$ cat src/rtl/lcd_sequencer_if.sv
// lcd_sequencer_if
//   Request channel from the processor control unit to the LCD sequencer.
//   A request is transferred on a clk edge where req_valid && req_ready.
//
//   req_valid   : request present (control unit -> sequencer)
//   req_ready   : sequencer can take the request (sequencer -> control unit)
//   req_opcode  : opcode to display
//   req_addr    : register address
//   req_value   : sign-magnitude value, bit 15 = sign, bits 14:0 = magnitude
//
//   master : the control unit side
//   slave  : the sequencer side
interface lcd_sequencer_if;
    logic        req_valid;
    logic        req_ready;
    logic [3:0]  req_opcode;
    logic [3:0]  req_addr;
    logic [15:0] req_value;

    modport master (
        output req_valid,
        output req_opcode,
        output req_addr,
        output req_value,
        input  req_ready
    );

    modport slave (
        input  req_valid,
        input  req_opcode,
        input  req_addr,
        input  req_value,
        output req_ready
    );
endinterface

$ cat src/rtl/lcd_sequencer.sv
// lcd_sequencer
//   Sequences the LCD driver for each display request: the driver's
//   operation select is stepped DISPLAY_OFF -> UPDATE -> SHOW, then the
//   sequencer waits for done_show (bounded by a timeout) and holds the
//   display. Requests are held in a current register plus a one-entry
//   pending buffer so the control unit is never dropped, only back-pressured.
//
//   Parameters
//     UPDATE_CYCLES  : cycles operation is held at UPDATE (>= 3)
//     TIMEOUT_CYCLES : maximum cycles spent in SHOW before forcing completion
//
//   Ports
//     clk, rst     : clock, asynchronous active-high reset
//     power_on     : board switch level, 1 = display enabled
//     req          : request channel (slave side of lcd_sequencer_if)
//     done_show    : driver reports that the SHOW sequence finished
//     operation    : driver operation select, 0 = OFF, 1 = UPDATE, 2 = SHOW
//     opcode, addr, value : current-register fields presented to the driver
//     busy         : high while in UPDATE or SHOW
//     timeout_err  : sticky SHOW timeout flag, cleared by the next accept
module lcd_sequencer #(
    parameter int UPDATE_CYCLES  = 100000,
    parameter int TIMEOUT_CYCLES = 5000000
) (
    input  logic                 clk,
    input  logic                 rst,
    input  logic                 power_on,
    lcd_sequencer_if.slave       req,
    input  logic                 done_show,
    output logic [1:0]           operation,
    output logic [3:0]           opcode,
    output logic [3:0]           addr,
    output logic [15:0]          value,
    output logic                 busy,
    output logic                 timeout_err
);

    // The counter only has to reach the larger of the two limits minus one.
    localparam int CNT_MAX = (TIMEOUT_CYCLES > UPDATE_CYCLES) ? TIMEOUT_CYCLES : UPDATE_CYCLES;
    localparam int CNT_W   = (CNT_MAX > 2) ? $clog2(CNT_MAX) : 1;

    localparam logic [CNT_W-1:0] UPD_LAST = CNT_W'(UPDATE_CYCLES - 1);
    localparam logic [CNT_W-1:0] TMO_LAST = CNT_W'(TIMEOUT_CYCLES - 1);

    localparam logic [1:0] OP_OFF    = 2'd0;
    localparam logic [1:0] OP_UPDATE = 2'd1;
    localparam logic [1:0] OP_SHOW   = 2'd2;

    typedef enum logic [1:0] {
        S_OFF,
        S_UPDATE,
        S_SHOW,
        S_DONE
    } state_t;

    typedef struct packed {
        logic [3:0]  opcode;
        logic [3:0]  addr;
        logic [15:0] value;
    } entry_t;

    state_t           state, state_n;
    logic [CNT_W-1:0] cnt, cnt_n;
    entry_t           cur, cur_n;
    entry_t           pend, pend_n;
    logic             pend_valid, pend_valid_n;
    logic             terr_n;
    logic [1:0]       op_n;
    logic             ready;
    logic             accept;
    entry_t           req_entry;

    // Handshake: OFF always takes requests straight into the current
    // register; elsewhere the only free slot is the pending buffer. In DONE
    // with a pending entry the cycle is spent promoting it, so ready is low.
    always_comb begin
        if (state == S_OFF) begin
            ready = 1'b1;
        end else begin
            ready = !pend_valid;
        end
    end

    assign req.req_ready = ready;
    assign accept        = req.req_valid && ready;
    assign req_entry     = '{opcode: req.req_opcode, addr: req.req_addr, value: req.req_value};

    assign busy   = (state == S_UPDATE) || (state == S_SHOW);
    assign opcode = cur.opcode;
    assign addr   = cur.addr;
    assign value  = cur.value;

    // Next-state and datapath update
    always_comb begin
        state_n      = state;
        cnt_n        = cnt;
        cur_n        = cur;
        pend_n       = pend;
        pend_valid_n = pend_valid;
        terr_n       = timeout_err;

        if ((state != S_OFF) && !power_on) begin
            // Power switch off beats every other transition. Whatever is
            // queued becomes the current register so nothing is lost; if the
            // buffer was empty, a same-cycle accept lands there instead.
            state_n = S_OFF;
            cnt_n   = '0;
            if (pend_valid) begin
                cur_n        = pend;
                pend_valid_n = 1'b0;
            end else if (accept) begin
                cur_n = req_entry;
            end
        end else begin
            case (state)
                S_OFF: begin
                    // Accept before power-up check so a same-cycle request
                    // is the one that gets displayed.
                    if (accept) begin
                        cur_n = req_entry;
                    end
                    if (power_on) begin
                        state_n = S_UPDATE;
                        cnt_n   = '0;
                    end
                end

                S_UPDATE: begin
                    if (cnt == UPD_LAST) begin
                        state_n = S_SHOW;
                        cnt_n   = '0;
                    end else begin
                        cnt_n = cnt + CNT_W'(1);
                    end
                    if (accept) begin
                        pend_n       = req_entry;
                        pend_valid_n = 1'b1;
                    end
                end

                S_SHOW: begin
                    // done_show is checked first: a completion on the same
                    // cycle as the timeout is not an error.
                    if (done_show) begin
                        state_n = S_DONE;
                        cnt_n   = '0;
                    end else if (cnt == TMO_LAST) begin
                        terr_n  = 1'b1;
                        state_n = S_DONE;
                        cnt_n   = '0;
                    end else begin
                        cnt_n = cnt + CNT_W'(1);
                    end
                    if (accept) begin
                        pend_n       = req_entry;
                        pend_valid_n = 1'b1;
                    end
                end

                S_DONE: begin
                    if (pend_valid) begin
                        cur_n        = pend;
                        pend_valid_n = 1'b0;
                        state_n      = S_UPDATE;
                        cnt_n        = '0;
                    end else if (accept) begin
                        cur_n   = req_entry;
                        state_n = S_UPDATE;
                        cnt_n   = '0;
                    end
                end

                default: begin
                    state_n = S_OFF;
                    cnt_n   = '0;
                end
            endcase
        end

        // A fresh request always clears the error, even one set this cycle.
        if (accept) begin
            terr_n = 1'b0;
        end
    end

    // operation is registered and follows the state being entered.
    always_comb begin
        case (state_n)
            S_OFF:    op_n = OP_OFF;
            S_UPDATE: op_n = OP_UPDATE;
            default:  op_n = OP_SHOW;
        endcase
    end

    // Control and visible registers
    always_ff @(posedge clk or posedge rst) begin
        if (rst) begin
            state       <= S_OFF;
            cnt         <= '0;
            cur         <= '0;
            pend_valid  <= 1'b0;
            timeout_err <= 1'b0;
            operation   <= OP_OFF;
        end else begin
            state       <= state_n;
            cnt         <= cnt_n;
            cur         <= cur_n;
            pend_valid  <= pend_valid_n;
            timeout_err <= terr_n;
            operation   <= op_n;
        end
    end

    // Pending payload is only meaningful while pend_valid is set.
    always_ff @(posedge clk) begin
        pend <= pend_n;
    end

endmodule

$ cat src/flat_wrapper.sv
// flat-port wrapper written by rule: the top's interface ports become plain ports
module lcd_sequencer_flat 
#(
    parameter int UPDATE_CYCLES  = 100000,
    parameter int TIMEOUT_CYCLES = 5000000
)
  (clk, rst, power_on, done_show, operation, opcode, addr, value, busy, timeout_err, req_req_valid, req_req_opcode, req_req_addr, req_req_value, req_req_ready);
  lcd_sequencer_if req_i ();
  input  logic clk;
  input  logic rst;
  input  logic power_on;
  input  logic done_show;
  output logic [1:0] operation;
  output logic [3:0] opcode;
  output logic [3:0] addr;
  output logic [15:0] value;
  output logic busy;
  output logic timeout_err;
  input wire logic [$bits(req_i.req_valid)-1:0] req_req_valid;
  input wire logic [$bits(req_i.req_opcode)-1:0] req_req_opcode;
  input wire logic [$bits(req_i.req_addr)-1:0] req_req_addr;
  input wire logic [$bits(req_i.req_value)-1:0] req_req_value;
  output wire logic [$bits(req_i.req_ready)-1:0] req_req_ready;
  assign req_i.req_valid = req_req_valid;
  assign req_i.req_opcode = req_req_opcode;
  assign req_i.req_addr = req_req_addr;
  assign req_i.req_value = req_req_value;
  assign req_req_ready = req_i.req_ready;
  lcd_sequencer #(.UPDATE_CYCLES(UPDATE_CYCLES), .TIMEOUT_CYCLES(TIMEOUT_CYCLES)) u_core (.clk(clk), .rst(rst), .power_on(power_on), .req(req_i), .done_show(done_show), .operation(operation), .opcode(opcode), .addr(addr), .value(value), .busy(busy), .timeout_err(timeout_err));
endmodule
$ cat config.mk
export PLATFORM = sky130hd
export DESIGN_NAME = lcd_sequencer_flat
export DESIGN_NICKNAME = d
export VERILOG_FILES = /design/src/rtl/lcd_sequencer_if.sv /design/src/rtl/lcd_sequencer.sv /design/src/flat_wrapper.sv
export SDC_FILE = /design/constraint.sdc
export NUM_CORES = 1
export LEC_CHECK = 0
export CORE_ASPECT_RATIO = 2
export CORE_UTILIZATION = 40
export CTS_CLUSTER_SIZE = 10
export DETAILED_ROUTE_END_ITERATION = 12
export GPL_ROUTABILITY_DRIVEN = 0
export PLACE_DENSITY_LB_ADDON = 0.2
export SLEW_MARGIN = 40
export SYNTH_ARGS = -nofsm -noshare
export SYNTH_HDL_FRONTEND = slang
export SYNTH_SLANG_ARGS = --single-unit
$ cat constraint.sdc
create_clock -name clk -period 2.2 [get_ports clk]
set_input_delay 0.55 -clock clk [delete_from_list [all_inputs] [get_ports clk]]
set_output_delay 0.55 -clock clk [all_outputs]
set_load 0.1 [all_outputs]
==> impl_summary.log <==
[metrics] register clock-pin slew on the reported worst setup and hold paths: 0.06 ns
[metrics] post-placement worst setup slack: -0.330 ns
[metrics] Detailed Route WL: 10500 um
[metrics] fin worst setup slack: -0.195 ns
[metrics] clock buffers created by TritonCTS: 9
[metrics] Hold/Removal Path Class: flop to flop
[metrics] antenna viol nets, final: 0
[metrics] Skew-Pair Late Insertion Delay: 0.33 ns
[metrics] count of port buffers added during placement: 57
[metrics] Routed wire per std cell: 18.9 um
[metrics] Req. time, crit path: 2.41 ns
[metrics] Net count, final: 486
[metrics] number of flip-flops and latches in the synthesized netlist: 77
[metrics] Final TNS setup: -2.02 ns
[metrics] GR met2 Demand/Resource: 0.449
[metrics] Peak Freq: 417 MHz
[metrics] Vert. Die Dim: 135 um
[metrics] full die area: 9240 sq um
[metrics] critical path capture point type: flop
[metrics] cell with the biggest individual delay on the critical path: sky130_fd_sc_hd__or4b_1
[metrics] net switching power: 3.54 mW
[metrics] met3 layer usage reported by global route: 0.0465
[metrics] Final Power: 7.39 mW
[metrics] share of post-route cells with drive strength above 1: 0.326
[metrics] level count of the clock H-tree: 3
[metrics] largest fanout of any net on the critical path: 5
[metrics] setup repair after global routing missed its margin: yes
[metrics] maximum single-stage delay on the critical path: 0.53 ns
[metrics] part of the total power dissipated in sequential elements: 0.271
[metrics] Yosys warnings: 0
[metrics] minimum clock period: 2.40 ns
[metrics] r2r setup slk: -0.20 ns
[metrics] critical path start-end classification: flop to flop
[metrics] Pwr Density: 1420 nW/um^2
[metrics] sequential-to-total area share from yosys stat: 0.579
[metrics] switching share of power: 0.479
[metrics] HPWL after detailed placement: 7230 um
[metrics] EDFF count, synth: 24
[metrics] Vias/cell: 5.70
[metrics] maximum capacitance violations: 0
[metrics] final critical-path share of the clock period: 1.09
[metrics] Syn-to-layout area delta: 47.3%
[metrics] Longest Clk Path Bufs: 2
[metrics] TritonCTS sink count: 77
[metrics] commonest register cell after synthesis: sky130_fd_sc_hd__dfrtp_1
[metrics] initial core utilization: 0.412
[metrics] outcome: finished with violations
[metrics] maximum number of pins on one net before global-route repair: 54
[metrics] headroom to the max-slew limit: 0.672
[metrics] most area-consuming cells after synthesis: sky130_fd_sc_hd__dfrtp_1, sky130_fd_sc_hd__edfxtp_1, sky130_fd_sc_hd__o22ai_1
[metrics] clock share of power: 0.217
[metrics] FFs w/ async S/R, synth: 0.688
[metrics] largest clock skew in the final design: 0.00553 ns
[metrics] count of unique library cells instantiated by Yosys: 49
[metrics] Static Leakage: 2.10 nW
[metrics] Via Count: 3175
[metrics] clock root buffer: sky130_fd_sc_hd__clkbuf_16
[metrics] Ant. Diodes: 0
[metrics] Setup violations, final: 21
[metrics] top cell types by occurrence after synthesis: sky130_fd_sc_hd__dfrtp_1, sky130_fd_sc_hd__nor2_1, sky130_fd_sc_hd__a21oi_1
[metrics] met1 GRT Util: 0.243
[metrics] cts-stage hold buffer count: 0
[metrics] Post-Syn Instances: 339
[metrics] GR Overflow Total: 0
[metrics] boundary pin count: 58
[metrics] cells traversed along the worst timing path: or4b_1 -> or4_4 -> o2111ai_4 -> nand2_4 -> and3_4 -> a221o_1
[metrics] via count of the first global-routing pass: 3316
[metrics] first-pass iteration count of the detailed router: 4
[metrics] Worst Path Arrival: 2.61 ns
[metrics] placeable core region: 8590 sq um
[metrics] netlist area before placement: 3540 sq um
[metrics] share of Yosys cell area claimed by the top area cell type: 0.375
[metrics] Die Width: 68.5 um
[metrics] TritonCTS clock tree: yes
[metrics] startpoint class of the critical path: flop
[metrics] DRT iter0 DRCs: 181
[metrics] Pins Over Slew Limit: 0
[metrics] failing checks: negative setup slack
[metrics] number of hold-slack violations in the final timing report: 0
[metrics] slew at the pin with the worst max-slew slack: 0.488 ns
[metrics] Post-Syn Area per Cell: 10.4 sq um
[metrics] synthesized netlist net count: 373
[metrics] antenna violations before repair: 0
[metrics] residual DRC count: 0
[metrics] maximum vdd drop: 0.000601 V
[metrics] post-synthesis cell type with the largest combined area: sky130_fd_sc_hd__dfrtp_1
[metrics] post-layout utilization of the core: 0.607
[metrics] fillcell total: 708
[metrics] total routing usage reported by global routing: 0.243
[metrics] combinational share of power: 0.512
[metrics] Internal Dissipation: 3.85 mW
[metrics] cell with the most instances after synthesis: sky130_fd_sc_hd__dfrtp_1
[metrics] GR peak layer: met2
[metrics] standard-cell rows: 48
[metrics] wire length of the first global-routing pass: 16500 um
==> per-layer routing <==
| layer | wire length [um] | vias to the layer above |
|---|---|---|
| met2 | 6110 | 76 |
| met5 | 0 | - |
| met3 | 359 | 25 |
| li1 | - | 1483 |
| met1 | 3750 | 1591 |
| met4 | 333 | 0 |
==> critical path: cells and delay by family (launching register included) <==
kind	cells	cell delay (ns)
simple gates	4	1.31
compound gates	2	0.55
flops	1	0.40
==> through the flow <==
step	cells	instance area, sq um	hold slack [ns]
floorplan	339	3580	0.470
global placement	535	4640	0.488
detailed placement	535	4640	0.518
CTS	557	5110	0.531
global route	557	5210	0.559
finish	557	5210	0.527
==> cell type report <==
| type | instances | area, sq um | area share |
|---|---|---|---|
| Tap cell | 100 | 125 | 0.0240 |
| Inverter | 7 | 26.3 | 0.00504 |
| Multi-Input combinational cell | 237 | 1590 | 0.305 |
| Timing Repair Buffer | 120 | 1100 | 0.211 |
| Sequential cell | 77 | 2050 | 0.393 |
| Clock buffer | 9 | 225 | 0.0432 |
| Clock inverter | 7 | 97.6 | 0.0187 |
==> sequential cells by signal, indices dropped and copies added, names as in the netlist <==
| signal | cells |
|---|---|
| u_core.value | 16 |
| u_core.state | 2 |
| u_core.cnt | 23 |
| u_core.addr | 4 |
| u_core.pend_valid | 1 |
| u_core.opcode | 4 |
| u_core.pend | 24 |
| u_core.operation | 2 |
| u_core.timeout_err | 1 |
==> power groups by stage <==
| stage | combinational, mW | clock (mW) | sequential [mW] |
|---|---|---|---|
| 2_1_floorplan | 0.960 | 0 | 3.64 |
| 3_3_place_gp | 3.57 | 0 | 2.02 |
| 3_5_place_dp | 3.61 | 0 | 2.03 |
| 4_1_cts | 3.74 | 1.62 | 2.01 |
| 5_1_grt | 3.96 | 1.68 | 2.05 |
| 6_report | 3.78 | 1.60 | 2.01 |
==> layout by cell type, fill, tap and decap left out, types with 2 or more instances in the layout <==
| cell | Yosys | layout |
|---|---|---|
| sky130_fd_sc_hd__buf_6 | 3 | 11 |
| sky130_fd_sc_hd__o21ai_2 | 1 | 7 |
| sky130_fd_sc_hd__buf_12 | 0 | 7 |
| sky130_fd_sc_hd__a41oi_2 | 0 | 3 |
| sky130_fd_sc_hd__bufinv_16 | 0 | 2 |
| sky130_fd_sc_hd__inv_1 | 7 | 6 |
| sky130_fd_sc_hd__dfrtp_1 | 53 | 53 |
| sky130_fd_sc_hd__nor3_1 | 3 | 3 |
| sky130_fd_sc_hd__nand3_1 | 16 | 14 |
| sky130_fd_sc_hd__clkbuf_16 | 0 | 9 |
| sky130_fd_sc_hd__and2_1 | 4 | 4 |
| sky130_fd_sc_hd__nor4bb_1 | 2 | 2 |
| sky130_fd_sc_hd__nand2b_1 | 5 | 4 |
| sky130_fd_sc_hd__a22o_1 | 3 | 3 |
| sky130_fd_sc_hd__edfxtp_1 | 24 | 24 |
| sky130_fd_sc_hd__nand4_1 | 5 | 5 |
| sky130_fd_sc_hd__buf_4 | 0 | 74 |
| sky130_fd_sc_hd__nand3_2 | 0 | 2 |
| sky130_fd_sc_hd__nor2b_1 | 2 | 2 |
| sky130_fd_sc_hd__nand2_1 | 26 | 24 |
| sky130_fd_sc_hd__o22ai_1 | 26 | 25 |
| sky130_fd_sc_hd__o21ai_1 | 1 | 4 |
| sky130_fd_sc_hd__and3_1 | 4 | 2 |
| sky130_fd_sc_hd__a31oi_1 | 14 | 12 |
| sky130_fd_sc_hd__or4_1 | 3 | 2 |
| sky130_fd_sc_hd__and4_1 | 2 | 2 |
| sky130_fd_sc_hd__nor2_1 | 42 | 40 |
| sky130_fd_sc_hd__nand3b_1 | 2 | 2 |
| sky130_fd_sc_hd__o31ai_1 | 2 | 2 |
| sky130_fd_sc_hd__a21oi_1 | 32 | 28 |
| sky130_fd_sc_hd__nor2_4 | 0 | 2 |
| sky130_fd_sc_hd__o2111ai_4 | 0 | 2 |
| sky130_fd_sc_hd__inv_6 | 0 | 2 |
| sky130_fd_sc_hd__ha_1 | 5 | 4 |
| sky130_fd_sc_hd__nand2_4 | 0 | 3 |
| sky130_fd_sc_hd__clkdlybuf4s50_1 | 0 | 28 |
| sky130_fd_sc_hd__a21oi_2 | 3 | 7 |
| sky130_fd_sc_hd__or4_4 | 1 | 2 |
==> final timing paths <==
path | startpoint | endpoint | depth (start not counted)
max | u_core.cnt[16] | u_core.cnt[13] | 6
min | u_core.opcode[2] | u_core.opcode[2] | 2
max reg2reg | u_core.cnt[16] | u_core.cnt[13] | 6
min reg2reg | u_core.opcode[2] | u_core.opcode[2] | 2
max in group asynchronous | rst | u_core.value[14] | 3
min in group asynchronous | rst | u_core.value[2] | 3
==> cell families (layout without fill, tap and decap cells) <==
| kind of cell | count (synthesis) | in the layout | share of synthesized area |
|---|---|---|---|
| multiplexers | 2 | 2 | 0.00602 |
| adder cells (fa/ha/maj) | 5 | 5 | 0.0177 |
| AND/OR/NAND/NOR | 122 | 123 | 0.169 |
| AO/OA/AOI/OAI | 105 | 105 | 0.189 |
| buffers and inverters | 26 | 143 | 0.0343 |
| flip-flops | 77 | 77 | 0.579 |
| XOR/XNOR | 2 | 2 | 0.00495 |
==> what timing repair did <==
item | CTS | global route
setup endpoints to repair | 26 | 27
gates resized for setup | 25 | 27
pin swaps | 6 | 15
gates cloned | 2 | 0
hold endpoints to repair | 0 | 0
buffers inserted | 4 | 1
(Power assumes the default switching activity.)
